## config.mk

```make
export PLATFORM = sky130hd
export DESIGN_NAME = change_dispenser_flat
export DESIGN_NICKNAME = d
export VERILOG_FILES = /design/src/rtl/change_dispenser_if.sv /design/src/rtl/change_dispenser.sv /design/src/flat_wrapper.sv
export SDC_FILE = /design/constraint.sdc
export NUM_CORES = 1
export LEC_CHECK = 0
export CORE_MARGIN = 10
export CORE_UTILIZATION = 40
export CTS_CLUSTER_SIZE = 40
export DETAILED_ROUTE_END_ITERATION = 16
export GPL_TIMING_DRIVEN = 1
export PLACE_DENSITY = 0.66
export SLEW_MARGIN = 5
export SYNTH_ARGS = -nofsm -noshare
export SYNTH_HDL_FRONTEND = slang
export SYNTH_SLANG_ARGS = --single-unit
```

## constraint.sdc

```tcl
create_clock -name clk -period 4 [get_ports clk]
set_input_delay 0.8 -clock clk [delete_from_list [all_inputs] [get_ports clk]]
set_output_delay 0.8 -clock clk [all_outputs]
set_load 0.02 [all_outputs]
```

## src/rtl/change_dispenser_if.sv

```systemverilog
// rtl/change_dispenser_if.sv - vend request, hopper handshake and dispenser pulse bundle.
interface change_dispenser_if #(
    parameter int CHG_W = 4
);
    logic             vend_valid;
    logic [CHG_W-1:0] change_amt;
    logic             hopper_ready;
    logic             busy;
    logic             ticket_out;
    logic             coin5_out;
    logic             coin1_out;
    logic             done;
    logic [CHG_W-1:0] paid;

    modport master (
        output vend_valid, change_amt, hopper_ready,
        input  busy, ticket_out, coin5_out, coin1_out, done, paid
    );

    modport slave (
        input  vend_valid, change_amt, hopper_ready,
        output busy, ticket_out, coin5_out, coin1_out, done, paid
    );
endinterface

```

## src/rtl/change_dispenser.sv

```systemverilog
// rtl/change_dispenser.sv - one ticket pulse, then greedy 5/1 coin pulses with recovery gaps.
module change_dispenser #(
    parameter int CHG_W = 4,
    parameter int GAP   = 2
) (
    input  logic             clk,
    input  logic             res,
    change_dispenser_if.slave bus
);
    localparam int GW = $clog2(GAP + 1);

    typedef enum logic [2:0] {IDLE, TICKET, GAP_WAIT, COIN, DONE} state_t;

    state_t           state, state_n;
    logic [CHG_W-1:0] rem, rem_n;
    logic [CHG_W-1:0] paid_q, paid_n;
    logic [GW-1:0]    gap_cnt, gap_n;
    logic             busy_q, busy_n;
    logic             ticket_q, ticket_n;
    logic             coin5_q, coin5_n;
    logic             coin1_q, coin1_n;
    logic             done_q, done_n;

    always_ff @(posedge clk) begin
        if (!res) begin
            state    <= IDLE;
            rem      <= '0;
            paid_q   <= '0;
            gap_cnt  <= '0;
            busy_q   <= 1'b0;
            ticket_q <= 1'b0;
            coin5_q  <= 1'b0;
            coin1_q  <= 1'b0;
            done_q   <= 1'b0;
        end else begin
            state    <= state_n;
            rem      <= rem_n;
            paid_q   <= paid_n;
            gap_cnt  <= gap_n;
            busy_q   <= busy_n;
            ticket_q <= ticket_n;
            coin5_q  <= coin5_n;
            coin1_q  <= coin1_n;
            done_q   <= done_n;
        end
    end

    always_comb begin
        state_n  = state;
        rem_n    = rem;
        paid_n   = paid_q;
        gap_n    = gap_cnt;
        busy_n   = busy_q;
        ticket_n = 1'b0;
        coin5_n  = 1'b0;
        coin1_n  = 1'b0;
        done_n   = 1'b0;
        case (state)
            IDLE: begin
                busy_n = 1'b0;
                if (bus.vend_valid) begin
                    rem_n   = bus.change_amt;
                    paid_n  = '0;
                    busy_n  = 1'b1;
                    state_n = TICKET;
                end
            end
            TICKET: begin
                if (bus.hopper_ready) begin
                    ticket_n = 1'b1;
                    gap_n    = GW'(GAP);
                    state_n  = GAP_WAIT;
                end
            end
            GAP_WAIT: begin
                // The edge that sees the count at 1 is the last of the GAP idle edges.
                if (gap_cnt <= GW'(1)) begin
                    gap_n   = '0;
                    state_n = (rem != '0) ? COIN : DONE;
                end else begin
                    gap_n = gap_cnt - GW'(1);
                end
            end
            COIN: begin
                if (bus.hopper_ready) begin
                    if (rem >= CHG_W'(5)) begin
                        coin5_n = 1'b1;
                        rem_n   = rem - CHG_W'(5);
                        paid_n  = paid_q + CHG_W'(5);
                    end else begin
                        coin1_n = 1'b1;
                        rem_n   = rem - CHG_W'(1);
                        paid_n  = paid_q + CHG_W'(1);
                    end
                    gap_n   = GW'(GAP);
                    state_n = GAP_WAIT;
                end
            end
            DONE: begin
                // Two edges here: the first raises done, the second drops busy.
                if (!done_q) begin
                    done_n = 1'b1;
                end else begin
                    busy_n  = 1'b0;
                    state_n = IDLE;
                end
            end
            default: state_n = IDLE;
        endcase
    end

    assign bus.busy       = busy_q;
    assign bus.ticket_out = ticket_q;
    assign bus.coin5_out  = coin5_q;
    assign bus.coin1_out  = coin1_q;
    assign bus.done       = done_q;
    assign bus.paid       = paid_q;
endmodule
```

## src/flat_wrapper.sv

```systemverilog
// flat-port wrapper written by rule: the top's interface ports become plain ports
module change_dispenser_flat 
#(
    parameter int CHG_W = 4,
    parameter int GAP   = 2
)
  (clk, res, bus_vend_valid, bus_change_amt, bus_hopper_ready, bus_busy, bus_ticket_out, bus_coin5_out, bus_coin1_out, bus_done, bus_paid);
  change_dispenser_if #(.CHG_W(CHG_W)) bus_i ();
  input  logic clk;
  input  logic res;
  input wire logic [$bits(bus_i.vend_valid)-1:0] bus_vend_valid;
  input wire logic [$bits(bus_i.change_amt)-1:0] bus_change_amt;
  input wire logic [$bits(bus_i.hopper_ready)-1:0] bus_hopper_ready;
  output wire logic [$bits(bus_i.busy)-1:0] bus_busy;
  output wire logic [$bits(bus_i.ticket_out)-1:0] bus_ticket_out;
  output wire logic [$bits(bus_i.coin5_out)-1:0] bus_coin5_out;
  output wire logic [$bits(bus_i.coin1_out)-1:0] bus_coin1_out;
  output wire logic [$bits(bus_i.done)-1:0] bus_done;
  output wire logic [$bits(bus_i.paid)-1:0] bus_paid;
  assign bus_i.vend_valid = bus_vend_valid;
  assign bus_i.change_amt = bus_change_amt;
  assign bus_i.hopper_ready = bus_hopper_ready;
  assign bus_busy = bus_i.busy;
  assign bus_ticket_out = bus_i.ticket_out;
  assign bus_coin5_out = bus_i.coin5_out;
  assign bus_coin1_out = bus_i.coin1_out;
  assign bus_done = bus_i.done;
  assign bus_paid = bus_i.paid;
  change_dispenser #(.CHG_W(CHG_W), .GAP(GAP)) u_core (.clk(clk), .res(res), .bus(bus_i));
endmodule
```

After elaboration in Yosys (flattened, before gate mapping)
Cells that the tools add are included.

word-level totals
  logic and storage cells = 62
  input port bits = 8
  flip-flop bits (word level) = 18
  output and inout port bits = 9

operators by class
  eq/ne operators = 9
  multiplexer cells = 24
  magnitude comparators = 2
  reduce and logical (&&, ||, !) cells = 13
  $add $sub $neg = 5

operators by type and width
  operator                                                                             number
  4-bit two-way mux                                                                    6
  4-bit one-hot mux with 2 select lines                                                2
  3-bit two-way mux                                                                    5
  3-bit one-hot mux with 4 select lines                                                1
  2-bit AND reduction                                                                  4
  3-bit by 2-bit == test with 1-bit output, second input constant                      2
  1-bit two-way mux                                                                    6
  2-bit by 1-bit inequality test with 1-bit output, second input constant              3
  3-bit AND reduction                                                                  2
  2-bit nonzero test                                                                   3
  4-bit by 1-bit adder with 4-bit output, second input constant                        1
  4-bit by 3-bit adder with 4-bit output, second input constant                        1
  4-bit by 3-bit greater-or-equal comparator with 1-bit output, second input constant  1
  2-bit two-way mux                                                                    2
  2-bit inequality test, second input constant                                         2
  2-bit one-hot mux with 2 select lines                                                1
  4-bit AND reduction                                                                  1
  4-bit nonzero test                                                                   1
  4-bit by 1-bit subtractor with 4-bit output, second input constant                   1
  4-bit by 3-bit subtractor with 4-bit output, second input constant                   1
  3-bit by 1-bit == test with 1-bit output, second input constant                      1
  3-bit == test, second input constant                                                 1
  3-bit zero test                                                                      1
  2-bit by 1-bit less-or-equal comparator with 1-bit output, second input constant     1
  3 further kinds                                                                      3

Longest topological paths before layout
  depth after elaboration = 4
  depth in mapped cells = 9
  mapped depth without buffers = 9

Least setup slack after synthesis
Ideal clock, no wire load.

  path type = input to register
  start = input port bus_vend_valid
  end = register u_core.paid_q[3], in the netlist u_core.bus.paid[3]
  path buffers = 0
  library setup time = 70 ps
  setup slack = 2047 ps
  stages on the path = 4
  arrival time = 1884 ps
  data required time = 3930 ps
  path through = or3b_4 -> a21o_1 -> or3_1 -> a21oi_1

between the ends
  word-level cells in the longest chain between the ends = 2

RTL lines
  item                                    line                    RTL
  from (decl)                             flat_wrapper.sv:11      input wire logic [$bits(bus_i.vend_valid)-1:0] bus_vend_valid;
  2-bit inequality test (no source line)  -
  3-bit AND reduction (no source line)    -
  to (signal assigned)                    change_dispenser.sv:38  paid_q <= paid_n;
  to (decl)                               change_dispenser.sv:16  logic [CHG_W-1:0] paid_q, paid_n;

Every way passes these cells.
A chain may end at the register's enable or synchronous reset.

Worst setup path in the final report
Same ends and word-level chain as after synthesis.

==> results by stage <==
Run status:
- The run finished with clean final reports.

Placement:
- The count of buffers from port buffering is 16.
- The detailed-placement wirelength estimate is 1560 um.
- Routability-driven placement finished with a final weighted congestion of 0.801.

Power:
- The combinational share of power is 19.0%.
- The sequential share of power is 52.6%.
- The maximum VDD drop is 196 uV.
- Dividing total power by cell area gives a power density of 346 mW/mm^2.
- Net switching is 28.0% of the power.
- The fraction of power consumed by the clock network is 28.4%.
- Summed over all cells, the static leakage comes to 0.448 nW.
- The switching power total is 0.000109 W.
- The power after layout is 0.000390 W.
- The internal cell power is 0.000280 W.

Critical path:
- The reg-to-reg critical path endpoint is u_core.bus.paid[3].
- At the worst endpoint, the required time is 4230 ps.
- On the worst path, the slowest cell contributes a delay of 470 ps.
- The depth of the worst register-to-register path is 9.
- The largest individual stage delay along the critical path comes from the cell sky130_fd_sc_hd__clkdlybuf4s50_1.
- The highest fanout seen on the critical path is 8.
- The critical path in this run is classified as in2reg.
- The critical path endpoint category is a flip-flop.
- The startpoint of the worst register-to-register path is u_core.rem[1].
- The critical path goes through clkdlybuf4s50_1, or3b_4, a21o_1, or3_1, a21oi_1.
- The startpoint type of the worst setup path is an input pin.
- Data on the critical path arrives at its endpoint at 2460 ps.
- Setup slack on the worst reg-to-reg path comes out at 1960 ps.
- The most critical setup path has its startpoint at bus_vend_valid.

Synth:
- By area the synthesized netlist is led by sky130_fd_sc_hd__dfxtp_1 (39%), sky130_fd_sc_hd__o21ai_0 (7.7%), sky130_fd_sc_hd__ha_1 (5.5%).
- Averaged over all synthesized cells, the footprint is 8.25 sq um.
- sky130_fd_sc_hd__dfxtp_1 takes more of the synthesized area than any other cell.
- The sequential area share after synthesis is 39.3%.
- After synthesis, the largest area contributor takes up 39.3% of total cell area.
- Counting every net in the synthesized netlist gives 123.
- The mapped netlist covers 916 sq um.
- The yosys synthesis warning count is 0.
- Synthesis inferred 18 register bits.
- The count of different cell masters after synthesis is 32.
- Synthesis produced a netlist whose cell count is 111.

STA:
- In this run the tightest slew margin relative to its limit is 64.4%.
- For the pin with the worst max-slew slack, the measured transition is 533 ps.
- The max-slew violation count is 0.
- Setup repair after global routing left no endpoint under its margin.
- The final critical path takes up 55.8% of the cycle.
- The achievable clock frequency is 448 MHz.
- Setup violations remaining at the end of the flow were counted as 0.
- The routed design could run at a clock period as short as 2230 ps.
- The clock skew is 0.835 ps.
- The number of failing hold endpoints at the final stage came to 0.
- Adding up every negative setup slack in the final design gives 0 ps.

Clock network:
- The longest clock path from root to sink contains 2 buffers.
- The tree built by TritonCTS fans out to 18 sinks.
- The CTS clock-pin slew for the worst setup and hold paths is 100 ps.
- The clock buffer count from CTS is 3.
- The number of gates resized after CTS was 0.
- In this run the number of H-tree levels came out at 1.
- The TritonCTS clock tree is built.
- The later-pin clock latency in the skew report is 290 ps.
- The number of hold-repair buffers added at the cts stage is 0.
- The number of setup buffers added after CTS is 0.
- Clock tree synthesis selected as its root buffer the cell sky130_fd_sc_hd__clkbuf_4.

Global route:
- Summed over all layers, the global routing overflow is 0.
- The number of global-route vias before repair is 825.
- Global routing used 9.88% of the available tracks.
- The initial antenna violation count is 0.
- Entering global routing, the biggest net connects 18 pins.
- The first global-routing pass estimated 3590 um of wire.

Min path:
- The startpoint identified for the worst hold timing path is u_core.bus.paid[3].
- The path category of the worst min-delay check is reg2reg.
- The endpoint of the worst hold-timing path is u_core.bus.paid[3].
- The cell count of the worst hold path is 2.

Final layout:
- The post-route netlist has 4.76% of its cells at a drive strength greater than 1.
- The area taken by flip-flops and latches is 360 sq um.
- The library cell used most frequently in the layout, excluding fill and tap cells, is sky130_fd_sc_hd__dfxtp_1.
- In the layout the commonest cells are sky130_fd_sc_hd__dfxtp_1 (18), sky130_fd_sc_hd__clkdlybuf4s50_1 (16), sky130_fd_sc_hd__o21ai_0 (14), sky130_fd_sc_hd__nand2_1 (8), sky130_fd_sc_hd__a21oi_1 (7).
- The number of fill cells is 218.
- The number of antenna diodes in the final layout is 0.
- The area of the multi-input gates is 517 sq um.
- The net count of the finished layout is 139.
- The area growth from synthesis to layout is 23.1%.

Run:
- The count of max-cap constraint violations is 0.

Detailed routing:
- The count of unresolved DRC violations after routing is 0.
- The routed wire length per instance is 13.5 um.
- The number of vias per cell after detailed routing is 5.50.
- The final wirelength is 2080 um.
- Routed signal wires occupy layers up through met4.
- In the detailed route, the total length drawn on met2 is 952 um.
- The met1 routed wirelength after detailed routing is 937 um.
- The length of routed met3 wiring is 185 um.
- The number of nets with antenna violations after routing is 0.
- The starting DRC count in detailed routing is 39.
- The routed layout has 847 vias.
- For this run, the detailed router's first-pass iteration total came to 4.

Floorplan:
- The region available for standard cell placement spans 0.00219 sq mm.
- The area of the die is 0.00460 sq mm.
- The effective utilization at floorplan is 41.8%.
- During I/O placement, the number of pins put on the boundary was 17.
- Measured along the x axis, the die boundary spans 67.9 um.
- The number of placement rows is 17.
- The die is 67.9 um tall.
per-layer routing:
layer / vias up / global-route usage [%]
met3: 2 / 3.43
met1: 396 / 11.8
met2: 21 / 15.8
li1: 428 / -
met5: - / 0
met4: 0 / 4.02
worst max-delay path, delay by kind of cell:
family | cells | cell delay, ps
AND/OR/NAND/NOR | 2 | 780
buffers and inverters | 1 | 470
AO/OA/AOI/OAI | 2 | 420
sequential cells by signal, summed over array words and instances (netlist names):
signal                 count
u_core.bus.ticket_out      1
u_core.bus.coin5_out       1
u_core.gap_cnt             2
u_core.bus.done            1
u_core.rem                 4
u_core.state               3
u_core.bus.paid            4
u_core.bus.busy            1
u_core.bus.coin1_out       1
power by group through the flow:
stage	sequential (W)	combinational, W	clock (W)
after detailed placement	0.000208	0.0000736	0
after global placement	0.000208	0.0000729	0
after global routing	0.000207	0.0000837	0.000120
after CTS	0.000204	0.0000742	0.000115
after floorplan	0.000202	0.0000552	0
final	0.000205	0.0000739	0.000111
cells in the mapped netlist:
library cell               number
sky130_fd_sc_hd__or3b_4         1
sky130_fd_sc_hd__ha_1           4
sky130_fd_sc_hd__o211a_1        1
sky130_fd_sc_hd__a22oi_1        2
sky130_fd_sc_hd__and3b_1        2
sky130_fd_sc_hd__a21boi_0       2
sky130_fd_sc_hd__nand4_1        1
sky130_fd_sc_hd__and4_1         1
sky130_fd_sc_hd__mux2_2         1
sky130_fd_sc_hd__a31oi_1        4
sky130_fd_sc_hd__and3_1         2
sky130_fd_sc_hd__nor3b_1        3
sky130_fd_sc_hd__nand2_1        8
sky130_fd_sc_hd__nand2b_1       3
sky130_fd_sc_hd__dfxtp_1       18
sky130_fd_sc_hd__nor2b_1        5
sky130_fd_sc_hd__a21oi_1        7
sky130_fd_sc_hd__o311a_1        1
sky130_fd_sc_hd__xor2_1         1
sky130_fd_sc_hd__buf_2          1
sky130_fd_sc_hd__nor3_1         3
sky130_fd_sc_hd__clkbuf_1       4
sky130_fd_sc_hd__nor2_1         6
sky130_fd_sc_hd__nor4_1         1
sky130_fd_sc_hd__or3_1          1
sky130_fd_sc_hd__and2_1         2
sky130_fd_sc_hd__a21o_1         1
sky130_fd_sc_hd__nand3_1        3
sky130_fd_sc_hd__inv_1          5
sky130_fd_sc_hd__o211ai_1       2
sky130_fd_sc_hd__o31ai_1        1
sky130_fd_sc_hd__o21ai_0       14
logic make-up (layout without fill, tap and decap cells):
group | count (synthesis) | in the layout | synth area share [%]
AO/OA/AOI/OAI | 35 | 35 | 22.9
adder cells (fa/ha/maj) | 4 | 4 | 5.46
XOR/XNOR | 1 | 1 | 0.956
AND/OR/NAND/NOR | 42 | 42 | 25.8
flip-flops | 18 | 18 | 39.3
buffers and inverters | 10 | 25 | 4.23
multiplexers | 1 | 1 | 1.23
stage by stage:
step / instance area [sq um] / utilization [%] / setup slack, ps / hold WS (ps) / instances
2_1_floorplan: 916 / - / 2050 / 467 / 111
3_3_place_gp: 1090 / 49.8 / 1500 / 475 / 150
3_5_place_dp: 1090 / 49.8 / 1490 / 486 / 150
4_1_cts: 1130 / 51.5 / 1770 / 502 / 154
5_1_grt: 1130 / 51.5 / 1700 / 560 / 154
6_report: 1130 / 51.5 / 1770 / 499 / 154
worst max-delay path by stage:
| stage | endpoint | slack, ps | cells after the start |
|---|---|---|---|
| 2_1_floorplan | u_core.bus.paid[3] | 2050 | 4 |
| 3_3_place_gp | u_core.bus.paid[3] | 1500 | 5 |
| 3_5_place_dp | u_core.bus.paid[3] | 1490 | 5 |
| 4_1_cts | u_core.bus.paid[3] | 1770 | 5 |
| 5_1_grt | u_core.bus.paid[3] | 1700 | 5 |
| 6_report | u_core.bus.paid[3] | 1770 | 5 |
layout make-up:
type | count | share of cell area [%]
clock buffers | 4 | 3.22
inverters | 5 | 1.66
multi-input cells | 83 | 45.8
flip-flops and latches | 18 | 32.0
well taps | 28 | 3.11
repair buffers | 16 | 14.2
Note: power is estimated with default switching activity, not from simulation.
